[config.mk]
export PLATFORM = sky130hd
export DESIGN_NAME = ctu_clsp_domgif
export DESIGN_NICKNAME = d
export VERILOG_FILES = /design/src/rtl/ctu_clsp_domgif_pkg.sv /design/src/rtl/ctu_clsp_syncwin.sv /design/src/rtl/ctu_clsp_domgif.sv
export SDC_FILE = /design/constraint.sdc
export NUM_CORES = 1
export LEC_CHECK = 0
export ABC_CLOCK_PERIOD_IN_PS = 1400
export CAP_MARGIN = 20
export CORE_AREA = 4 4 60 62
export CTS_CLUSTER_DIAMETER = 60
export CTS_CLUSTER_SIZE = 20
export DETAILED_ROUTE_END_ITERATION = 10
export DIE_AREA = 0 0 64 66
export PLACE_DENSITY = 0.8
export SLEW_MARGIN = 10
export SYNTH_ARGS = -nofsm -noshare
export SYNTH_HDL_FRONTEND = slang
export SYNTH_SLANG_ARGS = --single-unit
export TNS_END_PERCENT = 10
[constraint.sdc]
create_clock -name gclk -period 1.4 [get_ports gclk]
set_input_delay 0.28 -clock gclk [delete_from_list [all_inputs] [get_ports gclk]]
set_output_delay 0.28 -clock gclk [all_outputs]
set_load 0.01 [all_outputs]
[src/rtl/ctu_clsp_domgif_pkg.sv]
`default_nettype none
// ============================================================================
// Module   : ctu_clsp_domgif_pkg
// Brief    : Shared definitions for the CTU CLSP domain global interface.
// Revision : 1.0 - initial release
// ============================================================================
package ctu_clsp_domgif_pkg;

    localparam int DEF_CNT_W    = 10;
    localparam int DEF_NUM_CKEN = 6;

    typedef enum logic {
        CLOSED = 1'b0,
        OPEN   = 1'b1
    } win_state_t;

    // Which input wins when release and assert coincide in one cycle
    typedef enum logic {
        REL_FIRST    = 1'b0,
        ASSERT_FIRST = 1'b1
    } prio_mode_t;

endpackage
`default_nettype wire

[src/rtl/ctu_clsp_syncwin.sv]
`default_nettype none
// ============================================================================
// Module   : ctu_clsp_syncwin
// Brief    : Sync-edge window FSM, latency release compare and active-low
//            output flop for one global control (reset or debug-init).
// Revision : 1.0 - initial release
// ============================================================================
module ctu_clsp_syncwin
    import ctu_clsp_domgif_pkg::*;
#(
    parameter int         CNT_W = DEF_CNT_W,
    parameter prio_mode_t PRIO  = REL_FIRST
) (
    input  logic             clk,
    input  logic             rst_n,
    input  logic             start_clk,
    input  logic             sync_zero,
    input  logic             sync_req,
    input  logic [CNT_W-1:0] cnt,
    input  logic [CNT_W-1:0] latency,
    input  logic             assert_req,
    output logic             out_l
);

    win_state_t state;
    win_state_t state_nxt;
    logic       rel;
    logic       out_nxt;

    always_ff @(posedge clk or negedge rst_n) begin
        if (!rst_n) begin
            state <= CLOSED;
        end else begin
            state <= state_nxt;
        end
    end

    always_comb begin
        state_nxt = state;
        case (state)
            CLOSED: begin
                if (sync_req && sync_zero) begin
                    state_nxt = OPEN;
                end
            end
            OPEN: begin
                // A fresh request on the closing edge re-arms the window
                if (sync_zero && !sync_req) begin
                    state_nxt = CLOSED;
                end
            end
            default: state_nxt = CLOSED;
        endcase
        if (!start_clk) begin
            state_nxt = CLOSED;
        end
    end

    assign rel = (state == OPEN) && (cnt == latency);

    generate
        if (PRIO == REL_FIRST) begin : g_rel_first
            assign out_nxt = start_clk & (rel ? 1'b1 : (assert_req ? 1'b0 : out_l));
        end else begin : g_assert_first
            assign out_nxt = start_clk & (assert_req ? 1'b0 : (rel ? 1'b1 : out_l));
        end
    endgenerate

    always_ff @(posedge clk or negedge rst_n) begin
        if (!rst_n) begin
            out_l <= 1'b0;
        end else begin
            out_l <= out_nxt;
        end
    end

endmodule
`default_nettype wire

[src/rtl/ctu_clsp_domgif.sv]
`default_nettype none
// ============================================================================
// Module   : ctu_clsp_domgif
// Brief    : Parametrised CTU clock-domain global interface: sync-edge
//            counter, global reset / debug-init release and clock enables.
//            Define CTU_CKEN_STAGE_EN for staged clock-enable turn-on.
// Revision : 1.0 - initial release
// ============================================================================
module ctu_clsp_domgif
    import ctu_clsp_domgif_pkg::*;
#(
    parameter int CNT_W    = DEF_CNT_W,
    parameter int NUM_CKEN = DEF_NUM_CKEN
) (
    input  logic                gclk,
    input  logic                io_pwron_rst_l,
    input  logic                start_clk_early_l,
    input  logic                start_clk,
    input  logic                testmode_l,
    input  logic                jtag_force_cken,
    input  logic [CNT_W-1:0]    div_mult,
    input  logic [CNT_W-1:0]    global_latency,
    input  logic                grst_edge,
    input  logic                dbginit_edge,
    input  logic                a_grst,
    input  logic                a_dbginit,
    input  logic [NUM_CKEN-1:0] cken_req,
    output logic                grst_out_l,
    output logic                dbginit_out_l,
    output logic                arst_l,
    output logic                adbginit_l,
    output logic [NUM_CKEN-1:0] cken,
    output logic                sync_zero
);

    logic [CNT_W-1:0]    cnt;
    logic                ld;
    logic                force_cken;
    logic [NUM_CKEN-1:0] cken_nxt;

    assign arst_l     = io_pwron_rst_l;
    assign adbginit_l = io_pwron_rst_l;

    // Counter runs div_mult..1; reload on the cycle it reaches 1 (or 0)
    assign sync_zero = (cnt[CNT_W-1:1] == '0);

    always_ff @(posedge gclk or negedge io_pwron_rst_l) begin
        if (!io_pwron_rst_l) begin
            ld  <= 1'b1;
            cnt <= '0;
        end else begin
            ld <= ~start_clk_early_l;
            if (!start_clk_early_l) begin
                cnt <= '0;
            end else if (ld || sync_zero) begin
                cnt <= div_mult;
            end else begin
                cnt <= cnt - 1'b1;
            end
        end
    end

    ctu_clsp_syncwin #(
        .CNT_W (CNT_W),
        .PRIO  (REL_FIRST)
    ) u_grst_win (
        .clk        (gclk),
        .rst_n      (io_pwron_rst_l),
        .start_clk  (start_clk),
        .sync_zero  (sync_zero),
        .sync_req   (grst_edge),
        .cnt        (cnt),
        .latency    (global_latency),
        .assert_req (a_grst),
        .out_l      (grst_out_l)
    );

    ctu_clsp_syncwin #(
        .CNT_W (CNT_W),
        .PRIO  (ASSERT_FIRST)
    ) u_dbginit_win (
        .clk        (gclk),
        .rst_n      (io_pwron_rst_l),
        .start_clk  (start_clk),
        .sync_zero  (sync_zero),
        .sync_req   (dbginit_edge),
        .cnt        (cnt),
        .latency    (global_latency),
        .assert_req (a_dbginit | a_grst),
        .out_l      (dbginit_out_l)
    );

    assign force_cken = jtag_force_cken | ~testmode_l;

`ifdef CTU_CKEN_STAGE_EN
    localparam logic [NUM_CKEN-1:0] STAGE_LSB = NUM_CKEN'(1);

    logic [NUM_CKEN-1:0] stage_mask;

    // One more channel is admitted on each sync edge after start_clk
    always_ff @(posedge gclk or negedge io_pwron_rst_l) begin
        if (!io_pwron_rst_l) begin
            stage_mask <= '0;
        end else if (!start_clk) begin
            stage_mask <= '0;
        end else if (sync_zero && !ld) begin
            stage_mask <= (stage_mask << 1) | STAGE_LSB;
        end
    end

    assign cken_nxt = force_cken ? {NUM_CKEN{1'b1}} : (cken_req & stage_mask);
`else
    assign cken_nxt = force_cken ? {NUM_CKEN{1'b1}} : (cken_req & {NUM_CKEN{start_clk}});
`endif

    always_ff @(posedge gclk or negedge io_pwron_rst_l) begin
        if (!io_pwron_rst_l) begin
            cken <= '0;
        end else begin
            cken <= cken_nxt;
        end
    end

endmodule
`default_nettype wire
==> results.md, run 1 <==
- HPWL Detailed: 2422 um
- Final Wtd Congestion: 0.8272
- Die Ht: 66 um
- Nets: 223
- # diodes: 0
- Avg Vias per Cell: 4.624
- Critical Path RT: 1.12 ns
- First-pass DRT Iterations: 4
- Register-to-Register Path Depth: 7
- Initial core utilization: 37.73%
- Worst Path Arrival: 1.25 ns
- Total Routing Usage GR: 15.80%
- Register area share after synthesis: 46.11%
- Post-route ant nets: 0
- P per Cell Area: 879.4 nW/um^2
- Syn Area/Cell: 10.11 sq um
- Lkg Pwr: 0.8244 nW
- Kind of critical path: flip-flop to output port
- Startpoint Class: flip-flop
- Hold Path Class: input port to async pin
- RSZ-0062 raised after global routing: true
- Post-Layout Inst Area: 1912 sq um
- Failing checks: setup timing
- CP Capture Type: output port
- Net count after synthesis: 150
- Final-layout fill cell count: 266
- Levels on crit path: 4
- Commonest non-fill, non-tap cells in the layout: clkdlybuf4s50_1 (35), buf_4 (23), dfrtp_1 (20), nand2_1 (19), xor2_1 (11)
- Largest net degree at the start of global routing: 22
- Drt wl/cell: 14.17 um
- Starting DRT DRC Count: 33
- Max-cap violations: 0
- Clock transition at path regs: 0.12 ns
- Row cnt: 20
- Final Hold Viols: 0
- Pre-CTS WS: -0.2821 ns
- Initial antenna violation count: 0
- Skew-Pair Late Insertion Delay: 0.31 ns
- Crit-path slowest cell: dfrtp_1
- Worst-case clock buffer depth: 2
- First-pass GRT wire length: 5168 um
- Tmin final: 1.535 ns
- Status: complete, but fails checks
- CTS HTree Levels: 1
- Commonest non-fill, non-tap cell in the layout: clkdlybuf4s50_1
- Max Slew Vio Count: 0
- Die area: 4224 sq um
- CP peak stage delay: 0.43 ns
- Die X: 64 um
- CTS tree: yes
- Final hold slack: 0.4118 ns
- Util after Layout: 63.14%
- Area grow syn2layout: 67.36%
- DRC: 0
- Synthesized area: 1142 sq um
- DR vias: 1059
- Worst Path Max Fanout: 2
- Setup ws final: -0.1346 ns
- Cells after Synth: 113
- Worst Tran Pin Value: 0.3671 ns
- Kind of cell adding the most delay to the critical path: flip-flops
- Final setup violation count: 8
- Vias in the first global route: 1167
- Core area: 3028 sq um
- Critical path buffers and inverters: 2
- Total CTS buffers: 3
- Post-DP Area: 1793 sq um
- Placed cells: 221
- GR Overflow Total: 0
- Fraction of layout cells with a size suffix above 1: 27.03%
- Synth Register Bits: 21
- VDD IR max: 431.6 uV
- Post-synth cell types: 27
- Setup TNS: -0.5709 ns
- Clock sink count: 21
- Final period util: 109.6%
- CTS Hold Buffers Added: 0
- Finished Layout Cells: 229
- Final Power: 1.681 mW
- Fmax achieved: 651.6 MHz
- Max_slew headroom: 75.53%
- Final wirelength: 3246 um
- Clk_skew: 0.002318 ns
- Port-buffer cells: 46
- Ys Warns: 0
- IO Pins: 47
- Crit path cell chain: nor3_4 -> nand3_2 -> inv_1 -> buf_2
- Root Driver: clkbuf_4
## timing repair
action | 4_1_cts | 5_1_grt
pin swaps | 4 | 9
gates resized for setup | 20 | 12
cloned | 0 | 1
buffers inserted | 1 | 2
endpoints found under the setup margin | 21 | 13
## cells by family (layout without fill, tap and decap cells)
logic type                 count (synthesis)  in the layout  synth area share [%]
AOI/OAI and AO/OA                         14             15                 11.17
xor gates and xnor gates                  16             16                 12.27
adders and majority gates                  1              1                 1.095
buffers and inverters                      8             79                 3.942
DFF                                       21             21                 46.11
muxes                                      2              2                 1.753
and+or+nand+nor                           51             51                 23.66
## synth_stat cells (all sizes together)
cell type | n | share of area, %
ha | 1 | 1.1
a311oi | 1 | 0.77
nor2b | 5 | 2.7
mux2i | 2 | 1.8
nand3 | 7 | 3.1
nor3b | 1 | 0.66
nor2 | 8 | 2.6
nand3b | 4 | 2.6
dfrtp | 20 | 44
nand2b | 1 | 0.55
nor3 | 4 | 4.1
xnor2 | 5 | 3.8
a211oi | 5 | 5.5
inv | 3 | 0.99
clkinv | 1 | 0.33
a31oi | 1 | 1.9
dfstp | 1 | 2.3
buf | 3 | 2.3
o21ai | 5 | 2.2
a21oi | 2 | 0.88
nand2 | 19 | 6.2
clkbuf | 1 | 0.33
nor4 | 2 | 1.1
xor2 | 11 | 8.4
## power breakdown
group / leakage (nW) / switching [mW] / internal (mW)
Sequential: 0.254 / 0.0410 / 0.655
Clock: 0.0177 / 0.191 / 0.107
Combinational: 0.552 / 0.314 / 0.373
## layout make-up
cell class | count | area (sq um) | share of cell area (%)
Clock inverter | 1 | 5.005 | 0.2618
Multi-Input combinational cell | 85 | 649.4 | 33.97
Sequential cell | 21 | 526.8 | 27.55
Inverter | 4 | 15.01 | 0.7853
Tap cell | 44 | 55.05 | 2.880
Clock buffer | 3 | 22.52 | 1.178
Timing Repair Buffer | 71 | 638.1 | 33.38
## routing by layer
metal | global-route usage, % | up-vias | wire [um]
li1 | - | 528 | -
met1 | 18.94 | 496 | 1369
met2 | 28.00 | 31 | 1708
met3 | 2.551 | 4 | 123
met4 | 6.469 | 0 | 45
met5 | 0 | - | 0
## registers in the layout, summed over array words and instances (netlist names)
signal,count
u_dbginit_win.state,1
cnt,10
cken,6
ld,1
u_grst_win.out_l,1
u_dbginit_win.out_l,1
u_grst_win.state,1
## worst paths after layout
kind / start / end / slack (ns)
max in group asynchronous: io_pwron_rst_l / ld / 0.72
worst min-delay path: io_pwron_rst_l / cnt[3] / 0.41
min in group gclk: cken_req[5] / cken[5] / 0.50
worst min register to register: u_dbginit_win.out_l / u_dbginit_win.out_l / 0.52
worst max-delay path: cnt[4] / sync_zero / -0.13
worst max register to register: cnt[1] / cnt[4] / -0.11
(Power assumes the default switching activity.)
==> inputs of run 2 (changes only) <==
Settings changed: CORE_AREA 4 4 60 62 to 4 4 52 72, DIE_AREA 0 0 64 66 to 0 0 56 76, PLACE_DENSITY 0.8 to 0.79.
==> run 2 against run 1 <==
Against the previous run: the flow still finishes with violations (setup timing); global-route usage is 2.3 points higher; core utilization grew 1.3 points; maximum frequency is 1.5% higher; clock power grew 33%; sequential cell count is the same; setup slack gained 0.023 ns; hold slack got worse by 0.014 ns; critical path type unchanged; critical endpoint unchanged; largest cell class is now non-clock buffers.
==> results.md, run 2 (synthesized netlist as in run 1, its figures left out) <==
- Status: complete, but fails checks
- Failing checks: setup timing
- Final setup violation count: 10 (+2)
- Die Ht: 76 um (+15%)
- Largest net degree at the start of global routing: 22 (unchanged)
- Lkg Pwr: 0.8789 nW (+6.6%)
- # diodes: 0 (unchanged)
- GR Overflow Total: 0 (unchanged)
- VDD IR max: 471.2 uV (+9.2%)
- Initial core utilization: 36.58% (-1.1 points)
- Total CTS buffers: 3 (unchanged)
- Clock transition at path regs: 0.08 ns (-0.04 ns)
- DRC: 0 (unchanged)
- Setup TNS: -0.5529 ns (+0.01798 ns)
- P_int: 1.270 mW (+12%)
- Fraction of layout cells with a size suffix above 1: 31.25% (+4.2 points)
- Clk_skew: 0.006416 ns (+0.004097 ns)
- Sequential share of power: 37.8% (-3.6 points)
- Post-Layout Inst Area: 2013 sq um (+5.3%)
- Avg Vias per Cell: 4.870 (+5.3%)
- Die X: 56 um (-13%)
- Max reg flops: 10 (unchanged)
- Final Power: 1.830 mW (+8.8%)
- IO Pins: 47 (unchanged)
- Final wirelength: 3612 um (+11%)
- CTS Hold Buffers Added: 0 (unchanged)
- Starting DRT DRC Count: 29 (-12%)
- Final Hold Viols: 0 (unchanged)
- Tmin final: 1.512 ns (-0.02269 ns)
- Max-cap violations: 0 (unchanged)
- Psw: 0.5594 mW (+2.4%)
- Sw Share: 30.57% (-1.9 points)
- Port-buffer cells: 46 (unchanged)
- Part of the power in the clock network: 21.7% (+4.0 points)
- Setup ws final: -0.1119 ns (+0.02269 ns)
- Placed cells: 217 (-1.8%)
- Row cnt: 24 (+20%)
- Finished Layout Cells: 231 (+0.87%)
- CTS HTree Levels: 1 (unchanged)
- First-pass DRT Iterations: 4 (unchanged)
- CP Capture Type: output port
- Clock sink count: 21 (unchanged)
- Final period util: 108.0% (-1.6 points)
- Worst Tran Pin Value: 0.3901 ns (+0.02301 ns)
- Startpoint Class: flip-flop
- Final-layout fill cell count: 242 (-9.0%)
- Post-route ant nets: 0 (unchanged)
- Kind of critical path: flip-flop to output port
- Critical Path RT: 1.12 ns (about the same)
- Core area: 3123 sq um (+3.1%)
- Biggest regs: cnt (10), cken (6)
- HPWL Detailed: 2507 um (+3.5%)
- Die area: 4256 sq um (+0.76%)
- CTS tree: yes
- Max_slew headroom: 73.94% (-1.6 points)
- Total Routing Usage GR: 18.14% (+2.3 points)
- Root Driver: clkbuf_8
- Hold Path Class: input port to async pin
- Worst Path Arrival: 1.23 ns (-0.02 ns)
- Skew-Pair Late Insertion Delay: 0.27 ns (-0.04 ns)
- Final Wtd Congestion: 0.8302 (+0.36%)
- Vias in the first global route: 1229 (+5.3%)
- First-pass GRT wire length: 5954 um (+15%)
- Worst-case clock buffer depth: 2 (unchanged)
- Commonest non-fill, non-tap cells in the layout: clkdlybuf4s50_1 (35), buf_4 (25), dfrtp_1 (20), nand2_1 (19), xor2_1 (10)
- P per Cell Area: 908.9 nW/um^2 (+3.3%)
- Area grow syn2layout: 76.23%
- Fmax achieved: 661.4 MHz (+1.5%)
- Drt wl/cell: 15.64 um (+10%)
- Post-DP Area: 1794 sq um (about the same)
- Combinational Power Share: 40.5% (-0.4 points)
- Initial antenna violation count: 0 (unchanged)
- RSZ-0062 raised after global routing: true
- Commonest non-fill, non-tap cell in the layout: clkdlybuf4s50_1
- DR vias: 1125 (+6.2%)
- Max Slew Vio Count: 0 (unchanged)
- Worst Path Max Fanout: 2 (unchanged)
- Largest Register: cnt
- Nets: 230 (+3.1%)
-- run 2: cell type report --
cell class                      instances  area (sq um)  share of cell area, %
Multi-Input combinational cell         84         643.1                  31.95
Inverter                                4         15.01                 0.7458
Clock inverter                          1         5.005                 0.2486
Clock buffer                            3         41.29                  2.051
Timing Repair Buffer                   79         733.2                  36.42
Tap cell                               39         48.80                  2.424
Sequential cell                        21         526.8                  26.17
-- run 2: metrics by stage --
| stage | hold slack (ns) | worst slack, ns | util [%] |
|---|---|---|---|
| floorplan | -0.01559 | 0.05170 | - |
| global placement | 0.4671 | -0.2252 | 57.45 |
| detailed placement | 0.5122 | -0.2720 | 57.45 |
| CTS | 0.4087 | -0.1228 | 63.06 |
| global route | 0.4523 | -0.2041 | 64.46 |
| finish | 0.3974 | -0.1119 | 64.46 |
-- run 2: what timing repair did --
action                     4_1_cts  5_1_grt
pin swaps                       10        6
setup endpoints to repair       21       14
setup buffers                    8        2
gates cloned                     0        0
resized for setup               33        7
-- run 2: path summary, 6_finish.rpt --
path,startpoint,to,slack (ns),cells after the start
max in group asynchronous,io_pwron_rst_l,ld,0.74,2
hold reg to reg,u_dbginit_win.out_l,u_dbginit_win.out_l,0.53,2
setup reg to reg,cnt[4],u_grst_win.out_l,-0.10,6
min in group gclk,u_dbginit_win.out_l,u_dbginit_win.out_l,0.53,2
hold / removal,io_pwron_rst_l,cken[0],0.40,2
setup / recovery,cnt[9],sync_zero,-0.11,4
-- run 2: worst max-delay path, stage by stage, from the launching register on --
cell     delay, ns
dfrtp_1       0.40
nor3_2        0.24
nand3_1       0.13
inv_1         0.07
buf_2         0.12
-- run 2: power by group through the flow --
stage	combinational (mW)	sequential (mW)	clock, mW
floorplan	0.268	0.724	0
global placement	0.588	0.698	0
detailed placement	0.603	0.701	0
CTS	0.700	0.690	0.412
global route	0.801	0.696	0.431
finish	0.741	0.691	0.397
-- run 2: per-layer routing --
metal / up-vias / track usage (%) / part of all wire (%)
met1: 523 / 19.35 / 36
met2: 54 / 33.14 / 53
met3: 10 / 4.576 / 7.4
met5: - / 0 / 0
met4: 0 / 7.363 / 3.0
li1: 538 / - / -
